### src/rtl/multicycle_ctrl.sv
// Multicycle processor control unit: sequences FETCH/DECODE/EXEC/MEM/WB,
// bounds every memory handshake with a wait counter, records sticky faults
// and counts retired instructions.
module multicycle_ctrl #(
  parameter int WAIT_LIMIT = 15
) (
  input  logic        clock,
  input  logic        reset,
  input  logic [6:0]  opcode,
  input  logic        zero,
  input  logic        imem_ready,
  input  logic        dmem_ready,
  output logic        pc_write,
  output logic        ir_write,
  output logic        reg_write,
  output logic        mem_read,
  output logic        mem_write,
  output logic        alu_src,
  output logic        mem_to_reg,
  output logic [1:0]  alu_op,
  output logic [2:0]  state,
  output logic [1:0]  fault,
  output logic [31:0] retired
);

  typedef enum logic [2:0] {
    FETCH  = 3'd0,
    DECODE = 3'd1,
    EXEC   = 3'd2,
    MEM    = 3'd3,
    WB     = 3'd4,
    HALT   = 3'd5
  } state_t;

  localparam logic [6:0] OP_R      = 7'b0110011;
  localparam logic [6:0] OP_I      = 7'b0010011;
  localparam logic [6:0] OP_LOAD   = 7'b0000011;
  localparam logic [6:0] OP_STORE  = 7'b0100011;
  localparam logic [6:0] OP_BRANCH = 7'b1100011;

  localparam logic [1:0] FAULT_NONE    = 2'b00;
  localparam logic [1:0] FAULT_ILLEGAL = 2'b01;
  localparam logic [1:0] FAULT_TIMEOUT = 2'b10;

  // Counter wide enough to hold WAIT_LIMIT itself.
  localparam int CW = (WAIT_LIMIT < 1) ? 1 : $clog2(WAIT_LIMIT + 1);
  localparam logic [CW-1:0] LIMIT = CW'(WAIT_LIMIT);

  state_t        state_q, state_d;
  logic [1:0]    fault_q, fault_d;
  logic [6:0]    op_q;
  logic [CW-1:0] wait_cnt;
  logic [31:0]   retired_q;
  logic          retire, waiting, legal;
  logic          is_r, is_i, is_load, is_store, is_branch;
  logic          pc_en, ir_en, reg_en, rd_en, wr_en;

  // Legality is judged on the live opcode during DECODE; everything later
  // works from the latched copy so the instruction register may change.
  assign legal = (opcode == OP_R) || (opcode == OP_I) || (opcode == OP_LOAD) ||
                 (opcode == OP_STORE) || (opcode == OP_BRANCH);

  assign is_r      = (op_q == OP_R);
  assign is_i      = (op_q == OP_I);
  assign is_load   = (op_q == OP_LOAD);
  assign is_store  = (op_q == OP_STORE);
  assign is_branch = (op_q == OP_BRANCH);

  // Next-state, strobe and fault decision for the current state.
  always_comb begin
    state_d = state_q;
    fault_d = fault_q;
    pc_en   = 1'b0;
    ir_en   = 1'b0;
    reg_en  = 1'b0;
    rd_en   = 1'b0;
    wr_en   = 1'b0;
    retire  = 1'b0;
    waiting = 1'b0;
    case (state_q)
      FETCH: begin
        if (imem_ready) begin
          ir_en   = 1'b1;
          pc_en   = 1'b1;
          state_d = DECODE;
        end else begin
          waiting = 1'b1;
          if (wait_cnt == LIMIT) begin
            fault_d = FAULT_TIMEOUT;
            state_d = HALT;
          end
        end
      end
      DECODE: begin
        if (legal) begin
          state_d = EXEC;
        end else begin
          fault_d = FAULT_ILLEGAL;
          state_d = HALT;
        end
      end
      EXEC: begin
        if (is_branch) begin
          pc_en   = zero;
          retire  = 1'b1;
          state_d = FETCH;
        end else if (is_load || is_store) begin
          state_d = MEM;
        end else if (is_r || is_i) begin
          state_d = WB;
        end else begin
          state_d = HALT;
        end
      end
      MEM: begin
        if (!(is_load || is_store)) begin
          state_d = HALT;
        end else begin
          rd_en = is_load;
          wr_en = is_store;
          if (dmem_ready) begin
            if (is_load) begin
              state_d = WB;
            end else begin
              retire  = 1'b1;
              state_d = FETCH;
            end
          end else begin
            waiting = 1'b1;
            if (wait_cnt == LIMIT) begin
              fault_d = FAULT_TIMEOUT;
              state_d = HALT;
            end
          end
        end
      end
      WB: begin
        reg_en  = 1'b1;
        retire  = 1'b1;
        state_d = FETCH;
      end
      HALT: begin
        state_d = HALT;
      end
      default: begin
        state_d = HALT;
      end
    endcase
  end

  // ALU steering is decoded from the latched opcode only.
  always_comb begin
    alu_op  = 2'b00;
    alu_src = 1'b0;
    if (is_r) begin
      alu_op = 2'b10;
    end else if (is_i) begin
      alu_op  = 2'b11;
      alu_src = 1'b1;
    end else if (is_load || is_store) begin
      alu_op  = 2'b00;
      alu_src = 1'b1;
    end else if (is_branch) begin
      alu_op = 2'b01;
    end
  end

  assign mem_to_reg = is_load;

  // Strobes are forced low while reset is held so reset cycles look idle.
  assign pc_write  = pc_en  & ~reset;
  assign ir_write  = ir_en  & ~reset;
  assign reg_write = reg_en & ~reset;
  assign mem_read  = rd_en  & ~reset;
  assign mem_write = wr_en  & ~reset;

  assign state   = state_q;
  assign fault   = fault_q;
  assign retired = retired_q;

  // State register and sticky fault code.
  always_ff @(posedge clock) begin
    if (reset) begin
      state_q <= FETCH;
      fault_q <= FAULT_NONE;
    end else begin
      state_q <= state_d;
      fault_q <= fault_d;
    end
  end

  // Opcode latch, loaded once per instruction in DECODE.
  always_ff @(posedge clock) begin
    if (reset) begin
      op_q <= '0;
    end else if (state_q == DECODE) begin
      op_q <= opcode;
    end
  end

  // Handshake wait counter: restarts on every state change, counts low-ready cycles.
  always_ff @(posedge clock) begin
    if (reset) begin
      wait_cnt <= '0;
    end else if (state_d != state_q) begin
      wait_cnt <= '0;
    end else if (waiting) begin
      wait_cnt <= wait_cnt + CW'(1);
    end
  end

  // Retired-instruction counter, wrapping naturally at 2^32.
  always_ff @(posedge clock) begin
    if (reset) begin
      retired_q <= '0;
    end else if (retire) begin
      retired_q <= retired_q + 32'd1;
    end
  end

endmodule

### config.mk
export PLATFORM = sky130hd
export DESIGN_NAME = multicycle_ctrl
export DESIGN_NICKNAME = d
export VERILOG_FILES = /design/src/rtl/multicycle_ctrl.sv
export SDC_FILE = /design/constraint.sdc
export NUM_CORES = 1
export LEC_CHECK = 0
export CELL_PAD_IN_SITES_DETAIL_PLACEMENT = 0
export CELL_PAD_IN_SITES_GLOBAL_PLACEMENT = 1
export CORE_MARGIN = 2
export CORE_UTILIZATION = 40
export CTS_BUF_LIST = sky130_fd_sc_hd__clkbuf_16
export CTS_CLUSTER_DIAMETER = 60
export DETAILED_ROUTE_END_ITERATION = 8
export GPL_ROUTABILITY_DRIVEN = 0
export PLACE_DENSITY = 0.82
export REMOVE_ABC_BUFFERS = 1
export SYNTH_ARGS = -nofsm -noshare
export SYNTH_HDL_FRONTEND = slang
export SYNTH_SLANG_ARGS = --single-unit
### constraint.sdc
create_clock -name clock -period 5.7 [get_ports clock]
set_input_delay 0.855 -clock clock [delete_from_list [all_inputs] [get_ports clock]]
set_output_delay 0.855 -clock clock [all_outputs]
set_load 0.05 [all_outputs]
== Word-level counts from Yosys, hierarchy flattened ==
Cells that the tools add are included.

* Memories kept: 0
* Memory bits (read-only): 0
* Bits in writable memories: 0
* Bits in latches: 0
* Register bits after elaboration: 48
* Logic and storage cells: 84
* Output and inout bits: 46
* Bits of input ports: 12

* Add/sub/neg operators: 2
* Equality and inequality tests: 20
* Bitwise logic cells: 6
* Div/mod/pow operators: 0
* Order comparisons: 0
* Muxes and demuxes: 41
* Shift operators: 0
* Reduce and logical (&&, ||, !) cells: 10
* Multiply operators: 0

{| class="wikitable"
|+ Operators with widths
! operator !! count
|-
| $add A32 B1 Y32 const B || 1
|-
| $eq A7 B6 Y1 const B || 4
|-
| $mux W3 || 8
|-
| $mux W1 || 21
|-
| $pmux W3 S5 || 1
|-
| $eq A7 B2 Y1 const B || 2
|-
| $eq A7 B5 Y1 const B || 2
|-
| $eq A7 B7 Y1 const B || 2
|-
| $mux W2 || 7
|-
| $ne A2 B2 Y1 const B || 4
|-
| $eq A3 B2 Y1 const B || 2
|-
| $logic_or A1 B1 Y1 || 6
|-
| $pmux W2 S3 || 1
|-
| $and A1 B1 Y1 || 5
|-
| $reduce_and A5 Y1 || 1
|-
| $add A4 B1 Y4 const B || 1
|-
| $eq A4 B4 Y1 const B || 1
|-
| $pmux W1 S2 || 2
|-
| $eq A3 B1 Y1 const B || 1
|-
| $eq A3 B3 Y1 const B || 1
|-
| $logic_not A3 Y1 || 1
|-
| $ne A3 B3 Y1 || 1
|-
| $pmux W1 S3 || 1
|-
| $reduce_bool A3 Y1 || 1
|-
| 2 further kinds || 2
|}

== Longest topological paths before layout ==
Gate-level depths: netlist of the first run.

* Depth after elaboration: 9
* Mapped depth: 8
* Depth with buffers taken out: 6

== Least setup slack after synthesis of the first run ==
OpenSTA, ideal clock, no wires.

* Kind: input to output
* From: input port reset
* To: output port mem_write
* Buffers on the path: 2
* Required time: 4.845 ns
* Path slack: 1.996 ns
* Arrival time: 2.849 ns
* Stages: 3
* Cell sequence: clkbuf_1 -> clkbuf_1 -> nor4b_1

* Word-level cells in the longest chain between the ends: 2

{| class="wikitable"
|+ RTL lines
! element !! line !! RTL
|-
| from (decl) || 8 || <nowiki>input logic reset,</nowiki>
|-
| $not A1 Y1 || 175 || <nowiki>assign mem_write = wr_en & ~reset;</nowiki>
|-
| $and A1 B1 Y1 || 175 ||
|-
| to (decl) || 17 || <nowiki>output logic mem_write,</nowiki>
|}

Every way passes these cells.

== Worst setup path after layout of the first run ==
Same ends and word-level chain as after synthesis.

==> results of run 1 <==
==> power breakdown <==
part | switching [W] | total (W) | internal [W]
Combinational | 0.0000527 | 0.0000897 | 0.0000370
Sequential | 0.0000137 | 0.000357 | 0.000343
Clock | 0.000128 | 0.000334 | 0.000206
==> layout by cell type (no fill, tap or decap), types with 10 or more instances in the layout <==
master,count
sky130_fd_sc_hd__nor2_1,25
sky130_fd_sc_hd__o31ai_1,18
sky130_fd_sc_hd__nand3_1,11
sky130_fd_sc_hd__or4_1,16
sky130_fd_sc_hd__clkdlybuf4s50_1,57
sky130_fd_sc_hd__dfxtp_1,48
sky130_fd_sc_hd__nand2_1,20
sky130_fd_sc_hd__mux2i_1,10
sky130_fd_sc_hd__a21oi_1,35
sky130_fd_sc_hd__o21ai_0,12
==> per-stage QoR <==
stage / power, W / worst slack [ns] / cells / area, µm²
after detailed placement: 0.000454 / 2.17 / 437 / 3300
after CTS: 0.000786 / 2.14 / 445 / 3470
after floorplan: 0.000416 / 1.92 / 300 / 2600
after global routing: 0.000809 / 2.06 / 445 / 3470
after global placement: 0.000453 / 2.17 / 437 / 3300
final: 0.000780 / 2.17 / 445 / 3470
==> sequential cells by signal (all words and copies together) (netlist names) <==
register and cells:
state 3, wait_cnt 4, op_q 7, retired 32, fault 2
==> cell type report <==
cell class | count | area share, %
Multi-Input combinational cell | 247 | 47.1
Sequential cell | 48 | 27.7
Timing Repair Buffer | 60 | 17.1
Clock buffer | 5 | 3.60
Tap cell | 77 | 2.78
Clock inverter | 3 | 1.23
Inverter | 5 | 0.541
==> synthesized netlist by cell type, types with 3 or more instances <==
cell and number:
sky130_fd_sc_hd__a21oi_1 35, sky130_fd_sc_hd__a31oi_1 3, sky130_fd_sc_hd__and2_1 4, sky130_fd_sc_hd__and3_1 7
sky130_fd_sc_hd__and3b_1 3, sky130_fd_sc_hd__buf_2 5, sky130_fd_sc_hd__clkbuf_1 14, sky130_fd_sc_hd__dfxtp_1 48
sky130_fd_sc_hd__inv_1 5, sky130_fd_sc_hd__mux2i_1 10, sky130_fd_sc_hd__nand2_1 20, sky130_fd_sc_hd__nand2b_1 3
sky130_fd_sc_hd__nand3_1 11, sky130_fd_sc_hd__nand3b_1 4, sky130_fd_sc_hd__nand4_1 7, sky130_fd_sc_hd__nor2_1 25
sky130_fd_sc_hd__nor2b_1 4, sky130_fd_sc_hd__nor3_1 8, sky130_fd_sc_hd__nor3b_1 4, sky130_fd_sc_hd__nor4_4 3
sky130_fd_sc_hd__o21ai_0 12, sky130_fd_sc_hd__o22ai_1 3, sky130_fd_sc_hd__o31ai_1 18, sky130_fd_sc_hd__or3_1 8
sky130_fd_sc_hd__or4_1 16, sky130_fd_sc_hd__xnor2_1 4, sky130_fd_sc_hd__xor2_1 4
==> critical path: stages <==
cell and delay [ns]:
sky130_fd_sc_hd__clkdlybuf4s50_1 0.42, sky130_fd_sc_hd__buf_4 0.23, sky130_fd_sc_hd__nor4b_1 0.31, sky130_fd_sc_hd__clkdlybuf4s50_1 0.85
==> worst min-delay path by stage <==
stage                                from                     to  slack (ns)  depth (start not counted)
global placement    fault[0]$_SDFFE_PP0P_  fault[0]$_SDFFE_PP0P_        0.47                          2
finish              fault[0]$_SDFFE_PP0P_  fault[0]$_SDFFE_PP0P_        0.48                          2
floorplan            op_q[1]$_SDFFE_PP0P_   op_q[1]$_SDFFE_PP0P_        0.47                          2
CTS                 fault[0]$_SDFFE_PP0P_  fault[0]$_SDFFE_PP0P_        0.49                          2
detailed placement  fault[0]$_SDFFE_PP0P_  fault[0]$_SDFFE_PP0P_        0.48                          2
global route        fault[0]$_SDFFE_PP0P_  fault[0]$_SDFFE_PP0P_        0.52                          2
==> kinds of logic after synthesis <==
| family | count (synthesis) | share of synthesized area, % |
|---|---|---|
| buffers and inverters | 26 | 4.14 |
| AO/OA/AOI/OAI | 85 | 19.6 |
| adder cells (fa/ha/maj) | 2 | 0.929 |
| flip-flops | 48 | 35.7 |
| XOR/XNOR | 8 | 2.60 |
| multiplexers | 10 | 3.72 |
| AND/OR/NAND/NOR | 142 | 33.4 |
==> per-layer routing <==
metal / global-route usage, % / up-vias / share of wire, %
met1: 23.8 / 1211 / 48
met3: 3.27 / 6 / 3.6
met5: 0 / - / 0
li1: - / 1320 / -
met2: 31.5 / 58 / 48
met4: 4.76 / 0 / 1.0
==> flow_metrics.py, run 1 <==
metrics = {
    "drt": {
        "drc": 0,
        "first_iter_violations": 138,
        "avgRoutedWirePerCell_um": 14.8,
        "drt_first_pass_iters": 4,
        "routed_via_density": 5.83,
        "vias": 2595,
        "ant_nets": 0,
        "route.final.wire_length_um": 6570,
    },
    "timing": {
        "clock_skew_ns": 0.00478,
        "setup-violations-final": 0,
        "timing.final.max_slew_violations": 0,
        "layout_worst_path_cycle_share_pct": 61.9,
        "timing.setup.tns_ns": 0,
        "hold_viol": 0,
        "max_slew_margin_pct": 22.8,
        "hold_slack_ns": 0.482,
        "max_freq_ghz": 0.283,
        "grt_setup_unrepaired": "false",
        "worst_pin_slew_ns": 1.16,
        "finalWorstPathRequiredPeriod_ns": 3.53,
    },
    "finish": {
        "multiInputGateArea_um2": 1630,
        "utilization_pct": 54.0,
        "final_layout_size_suffix_gt1_share_pct": 5.16,
        "antenna_cells_inserted": 0,
        "final.fill_count": 606,
        "register_area_um2": 961,
        "num-nets-final": 381,
        "area.growth.synth_to_final_pct": 28.9,
    },
    "global_routing": {
        "antenna_violations_before_repair": 0,
        "wire_length_of_the_first_global_routing_pass_um": 11200,
        "grt_pass1_vias": 2399,
        "pin_count_of_the_biggest_net_entering_global_routing": 37,
        "gr-usage-all-layers_pct": 18.4,
        "globalRouteOverflowTotal": 0,
    },
    "yosys": {
        "synth_seq_area_share_pct": 35.7,
        "synth_flop_cell": "sky130_fd_sc_hd__dfxtp_1",
        "yosys_reg_bits": 48,
        "async_reset_ff_share_pct": 0,
        "post-synth-top-area-cell": "sky130_fd_sc_hd__dfxtp_1",
        "synth_largest_type_area_fraction_pct": 35.7,
        "yosys_warnings": 0,
        "yosysUniqueCellTypes": 50,
        "syn-mean-instance-area_um2": 8.39,
        "synth_area_leaders": "sky130_fd_sc_hd__dfxtp_1, sky130_fd_sc_hd__a21oi_1, sky130_fd_sc_hd__o31ai_1, sky130_fd_sc_hd__or4_1, sky130_fd_sc_hd__mux2i_1",
        "netlist_area_before_placement_um2": 2690,
        "synthesis.instances": 321,
        "number_of_flops_mapped_to_enable_cells_by_yosys": 0,
    },
    "worst_setup_path": {
        "worst_path_maximum_fanout": 27,
        "crit_path_start_kind": "input pin",
        "crit_arrival_ns": 2.67,
        "path_class": "in -> out",
        "worst_ep_required_time_ns": 4.85,
        "setup.worst_path.end_class": "primary output",
        "regToRegEndpoint": "retired[11]$_SDFFE_PP0P_",
        "timing.reg2reg.worst_path_depth": 5,
        "regToRegStartpoint": "state[0]$_SDFF_PP0_",
        "cp-startpoint": "reset",
        "timing.reg2reg.setup_slack_ns": 2.95,
        "timing.critical_path.to": "mem_write",
    },
    "floorplan": {
        "die-area_um2": 7400,
        "core.rowCount": 29,
        "num_io_pins": 58,
        "die_x_um": 86.0,
        "core_area_um2": 6420,
        "initial_core_util_pct": 41.9,
        "fp.dieH_um": 86.0,
    },
    "power_and_ir_drop": {
        "vdd_drop_max_mv": 0.160,
        "power.leakage_nw": 1.16,
        "power_density_nw_per_um2": 225,
    },
    "worst_hold_path": {
        "hp-class": "reg -> reg",
    },
    "cts": {
        "clock_sink_count": 48,
        "cts_hold_buffers": 0,
        "clock_path_buffers": 2,
        "number_of_resized_instances_in_the_post_cts_repair_step": 0,
        "tritoncts_clock_tree": "yes",
        "clk_latency_ns": 0.29,
        "clk_pin_slew_worst_paths_ns": 0.06,
        "cts_post_setup_buffers_inserted": 0,
        "htree_num_levels": 2,
        "cts.root.buffer_cell": "sky130_fd_sc_hd__clkbuf_16",
        "numCtsBuffers": 5,
    },
    "outcome": {
        "status": "completed",
    },
    "place": {
        "post-dp-hpwl_um": 4530,
        "io_buffer_count": 57,
    },
    "run": {
        "max_cap_violations": 0,
    },
}
No activity file was read; power rests on OpenSTA's default activity.
==> run 2: changes to the inputs <==
CORE_UTILIZATION = 38   (was 40)
PLACE_DENSITY = 0.79   (was 0.82)
clock period = 3.6 ns   (was 5.7 ns; I/O delays follow)
==> run 2 against run 1 <==
Compared with the run above: combinational power rose by 71%; die area rose by 5.0%; worst hold slack improved by 0.0023 ns; core utilization fell by 2.3 points; sequential power rose by 56%; wire length rose by 1.9%; setup slack got worse by 1.5 ns.
==> flow_metrics.py, run 2 (synthesis gave the netlist of run 1 again) <==
metrics = {
    "global_routing": {
        "gr-usage-all-layers_pct": 18.0,
        "wire_length_of_the_first_global_routing_pass_um": 11400,
        "globalRouteOverflowTotal": 0,
        "antenna_violations_before_repair": 0,
        "grt_pass1_vias": 2447,
        "pin_count_of_the_biggest_net_entering_global_routing": 37,
    },
    "drt": {
        "routed_via_density": 5.57,
        "ant_nets": 0,
        "vias": 2584,
        "route.final.wire_length_um": 6690,
        "first_iter_violations": 143,
        "drc": 0,
        "avgRoutedWirePerCell_um": 14.4,
        "drt_first_pass_iters": 4,
    },
    "cts": {
        "clock_path_buffers": 2,
        "cts_hold_buffers": 0,
        "tritoncts_clock_tree": "yes",
        "number_of_resized_instances_in_the_post_cts_repair_step": 0,
        "cts_post_setup_buffers_inserted": 0,
        "clock_sink_count": 48,
        "clk_pin_slew_worst_paths_ns": 0.06,
        "numCtsBuffers": 5,
        "htree_num_levels": 2,
        "clk_latency_ns": 0.28,
        "cts.root.buffer_cell": "sky130_fd_sc_hd__clkbuf_16",
    },
    "worst_setup_path": {
        "worst_ep_required_time_ns": 3.06,
        "path_class": "reg -> out",
        "crit_path_start_kind": "register",
        "crit_arrival_ns": 2.37,
        "worst_path_maximum_fanout": 9,
        "setup.worst_path.end_class": "primary output",
        "timing.reg2reg.setup_slack_ns": 0.92,
    },
    "outcome": {
        "status": "completed",
    },
    "floorplan": {
        "core.rowCount": 30,
        "fp.dieH_um": 88.2,
        "die_x_um": 88.2,
        "die-area_um2": 7770,
        "num_io_pins": 58,
        "initial_core_util_pct": 39.4,
        "core_area_um2": 6830,
    },
    "timing": {
        "max_slew_margin_pct": 29.3,
        "worst_pin_slew_ns": 1.06,
        "clock_skew_ns": 0.00700,
        "grt_setup_unrepaired": "false",
        "finalWorstPathRequiredPeriod_ns": 2.91,
        "setup-violations-final": 0,
        "timing.final.max_slew_violations": 0,
        "timing.setup.tns_ns": 0,
        "hold_viol": 0,
        "hold_slack_ns": 0.485,
        "layout_worst_path_cycle_share_pct": 80.8,
        "max_freq_ghz": 0.344,
        "fin_ws_ns": 0.693,
    },
    "finish": {
        "area.growth.synth_to_final_pct": 31.3,
        "num-nets-final": 383,
        "final-instance-count-excl-fill": 464,
        "final.fill_count": 677,
        "most-common-layout-cells": "sky130_fd_sc_hd__clkdlybuf4s50_1, sky130_fd_sc_hd__dfxtp_1, sky130_fd_sc_hd__a21oi_1, sky130_fd_sc_hd__nor2_1, sky130_fd_sc_hd__nand2_1",
        "antenna_cells_inserted": 0,
        "final_layout_size_suffix_gt1_share_pct": 6.52,
        "leading_cell_type_in_the_layout_fill_and_taps_excluded": "sky130_fd_sc_hd__clkdlybuf4s50_1",
        "largest_register_ffs": 32,
        "register_area_um2": 961,
        "multiInputGateArea_um2": 1630,
        "utilization_pct": 51.7,
    },
    "power_and_ir_drop": {
        "vdd_drop_max_mv": 0.223,
        "power_density_nw_per_um2": 345,
        "power.leakage_nw": 1.18,
    },
    "run": {
        "max_cap_violations": 0,
    },
    "worst_hold_path": {
        "hp-class": "reg -> reg",
    },
    "place": {
        "dpl_worst_slack_ns": 0.850,
        "io_buffer_count": 57,
        "post-dp-hpwl_um": 4630,
        "inst_count_dp": 458,
    },
}
-- run 2: routing by layer --
layer | share of wire (%) | wire [µm] | vias up | global-route usage, %
met5 | 0 | 0 | - | 0
met4 | 1.2 | 77 | 0 | 4.68
met3 | 3.7 | 246 | 7 | 3.02
met2 | 47 | 3160 | 57 | 30.8
met1 | 48 | 3210 | 1209 | 23.5
li1 | - | - | 1311 | -
-- run 2: layout make-up --
cell class | count | area share, %
clock buffer | 5 | 3.54
clock inverter | 1 | 0.850
inverter | 5 | 0.531
multi-input combinational | 247 | 46.2
sequential | 48 | 27.2
tap | 96 | 3.40
timing repair buffer | 62 | 18.3
-- run 2: final timing paths --
| kind | startpoint | to | depth (start not counted) |
|---|---|---|---|
| max | op_q[3]$_SDFFE_PP0P_ | alu_src | 3 |
| min | fault[0]$_SDFFE_PP0P_ | fault[0]$_SDFFE_PP0P_ | 2 |
| max reg2reg | state[2]$_SDFF_PP0_ | retired[11]$_SDFFE_PP0P_ | 4 |
| min reg2reg | fault[0]$_SDFFE_PP0P_ | fault[0]$_SDFFE_PP0P_ | 2 |
-- run 2: critical path, cell delays in order (launching register included) --
cell and delay [ns]:
sky130_fd_sc_hd__dfxtp_1 0.32, sky130_fd_sc_hd__nand4bb_1 0.52, sky130_fd_sc_hd__a211oi_1 0.39, sky130_fd_sc_hd__clkdlybuf4s50_1 0.85
-- run 2: report_power, final --
group          total (W)  internal, W  leakage (nW)  switching [W]
Clock           0.000508     0.000320        0.0757       0.000188
Sequential      0.000558     0.000543         0.388      0.0000154
Combinational   0.000153    0.0000624         0.719      0.0000906
Total            0.00122     0.000925          1.18       0.000294
-- run 2: per-stage QoR --
step,total power [W],cell area [µm²]
after floorplan,0.000659,2600
after global placement,0.000722,3380
after global routing,0.00127,3530
after detailed placement,0.000724,3380
final,0.00122,3530
after CTS,0.00123,3530
==> run 3: changes to the inputs <==
clock period = 3 ns   (was 3.6 ns; I/O delays follow)
==> run 3 against run 2 <==
Compared with the run above: via count is 1.4% higher; largest cell class unchanged; setup slack worse by 0.24 ns; critical endpoint is now mem_to_reg; non-clock buffer count is 5 higher; critical path type unchanged; global-route usage is 0.14 points higher; highest routed layer unchanged; sequential power is 20% higher.
==> flow_metrics.py, run 3 (synthesis gave the netlist of run 1 again) <==
metrics = {
    "finish": {
        "most-common-layout-cells": "sky130_fd_sc_hd__clkdlybuf4s50_1, sky130_fd_sc_hd__dfxtp_1, sky130_fd_sc_hd__a21oi_1, sky130_fd_sc_hd__nor2_1, sky130_fd_sc_hd__nand2_1",
        "final_layout_size_suffix_gt1_share_pct": 7.73,
        "leading_cell_type_in_the_layout_fill_and_taps_excluded": "sky130_fd_sc_hd__clkdlybuf4s50_1",
        "antenna_cells_inserted": 0,
        "num-nets-final": 388,
        "final.fill_count": 681,
        "largest_register_ffs": 32,
        "area.growth.synth_to_final_pct": 32.1,
    },
    "drt": {
        "avgRoutedWirePerCell_um": 14.4,
        "first_iter_violations": 135,
        "drc": 0,
        "route.final.wire_length_um": 6780,
        "routed_via_density": 5.56,
        "vias": 2620,
        "drt_first_pass_iters": 4,
        "ant_nets": 0,
    },
    "worst_setup_path": {
        "crit_arrival_ns": 2.10,
        "setup.worst_path.end_class": "primary output",
        "crit_path_start_kind": "register",
        "path_class": "reg -> out",
        "regToRegStartpoint": "op_q[5]$_SDFFE_PP0P_",
        "worst_ep_required_time_ns": 2.55,
        "cp-startpoint": "op_q[0]$_SDFFE_PP0P_",
        "worst_path_maximum_fanout": 4,
    },
    "floorplan": {
        "core.rowCount": 30,
        "initial_core_util_pct": 39.4,
        "die-area_um2": 7770,
        "num_io_pins": 58,
        "core_area_um2": 6830,
        "fp.dieH_um": 88.2,
        "die_x_um": 88.2,
    },
    "global_routing": {
        "gr-usage-met3_pct": 4.71,
        "grt.met2_usage_pct": 28.8,
        "pin_count_of_the_biggest_net_entering_global_routing": 37,
        "grt_pass1_vias": 2388,
        "antenna_violations_before_repair": 0,
        "gr-usage-all-layers_pct": 18.1,
        "grt.busiest_layer": "met2",
        "wire_length_of_the_first_global_routing_pass_um": 11300,
        "grt_use_met1_pct": 24.3,
        "globalRouteOverflowTotal": 0,
    },
    "cts": {
        "numCtsBuffers": 5,
        "clock_path_buffers": 2,
        "cts_post_setup_buffers_inserted": 0,
        "htree_num_levels": 2,
        "clk_latency_ns": 0.29,
        "clock_sink_count": 48,
        "tritoncts_clock_tree": "yes",
        "cts.root.buffer_cell": "sky130_fd_sc_hd__clkbuf_16",
        "number_of_resized_instances_in_the_post_cts_repair_step": 0,
        "clk_pin_slew_worst_paths_ns": 0.06,
        "cts_hold_buffers": 0,
    },
    "timing": {
        "max_slew_margin_pct": 28.7,
        "setup-violations-final": 0,
        "timing.setup.tns_ns": 0,
        "timing.final.max_slew_violations": 0,
        "fin_ws_ns": 0.453,
        "max_freq_ghz": 0.393,
        "layout_worst_path_cycle_share_pct": 84.9,
        "worst_pin_slew_ns": 1.07,
        "grt_setup_unrepaired": "false",
        "hold_viol": 0,
        "finalWorstPathRequiredPeriod_ns": 2.55,
        "clock_skew_ns": 0.00359,
    },
    "place": {
        "dpl_worst_slack_ns": 0.370,
        "io_buffer_count": 57,
        "post-dp-hpwl_um": 4620,
    },
    "run": {
        "max_cap_violations": 0,
    },
    "worst_hold_path": {
        "hp-class": "reg -> reg",
        "timing.hold.worst.start": "retired[31]$_SDFFE_PP0P_",
    },
    "power_and_ir_drop": {
        "power_density_nw_per_um2": 393,
        "power.leakage_nw": 1.20,
        "vdd_drop_max_mv": 0.236,
    },
    "outcome": {
        "status": "completed",
    },
}
## run 3: where the power goes
| part | internal [W] | switching (W) | total (W) | leakage [nW] |
|---|---|---|---|---|
| Combinational | 0.0000781 | 0.000112 | 0.000190 | 0.744 |
| Sequential | 0.000651 | 0.0000163 | 0.000668 | 0.388 |
| Clock | 0.000303 | 0.000238 | 0.000542 | 0.0687 |
| Total | 0.00103 | 0.000366 | 0.00140 | 1.20 |
## run 3: area by class of cell
| class | count | area, µm² | share of cell area, % |
|---|---|---|---|
| inverter | 5 | 18.8 | 0.528 |
| sequential | 48 | 961 | 27.0 |
| clock buffer | 5 | 125 | 3.52 |
| clock inverter | 3 | 15.0 | 0.422 |
| tap | 96 | 120 | 3.38 |
| multi-input combinational | 247 | 1630 | 45.9 |
| timing repair buffer | 67 | 683 | 19.2 |
## run 3: worst paths after layout
path | to | slack (ns) | cells after the start
setup / recovery | mem_to_reg | 0.45 | 5
hold / removal | retired[31]$_SDFFE_PP0P_ | 0.49 | 2
setup reg to reg | retired[31]$_SDFFE_PP0P_ | 0.69 | 5
hold reg to reg | retired[31]$_SDFFE_PP0P_ | 0.49 | 2
## run 3: per-stage QoR
| step | utilization [%] | power, W | instances | instance area, µm² | hold slack (ns) |
|---|---|---|---|---|---|
| detailed placement | 50.0 | 0.000872 | 463 | 3420 | 0.481 |
| global route | 52.1 | 0.00146 | 471 | 3560 | 0.501 |
| floorplan | - | 0.000791 | 300 | 2600 | 0.474 |
| finish | 52.1 | 0.00140 | 471 | 3560 | 0.489 |
| CTS | 52.1 | 0.00142 | 471 | 3560 | 0.491 |
| global placement | 50.0 | 0.000872 | 463 | 3420 | 0.463 |
## run 3: routing by layer
metal | routed length [µm] | part of all wire, % | up-vias
met1 | 3240 | 48 | 1218
met4 | 89 | 1.3 | 0
met5 | 0 | 0 | -
met2 | 3130 | 46 | 67
met3 | 308 | 4.5 | 8
li1 | - | - | 1327
## run 3: critical path: stages, from the launching register on
cell,delay (ns)
sky130_fd_sc_hd__dfxtp_1,0.35
sky130_fd_sc_hd__nor4bb_1,0.27
sky130_fd_sc_hd__buf_4,0.17
sky130_fd_sc_hd__nand2_1,0.09
sky130_fd_sc_hd__nor2_1,0.11
sky130_fd_sc_hd__clkdlybuf4s50_1,0.82
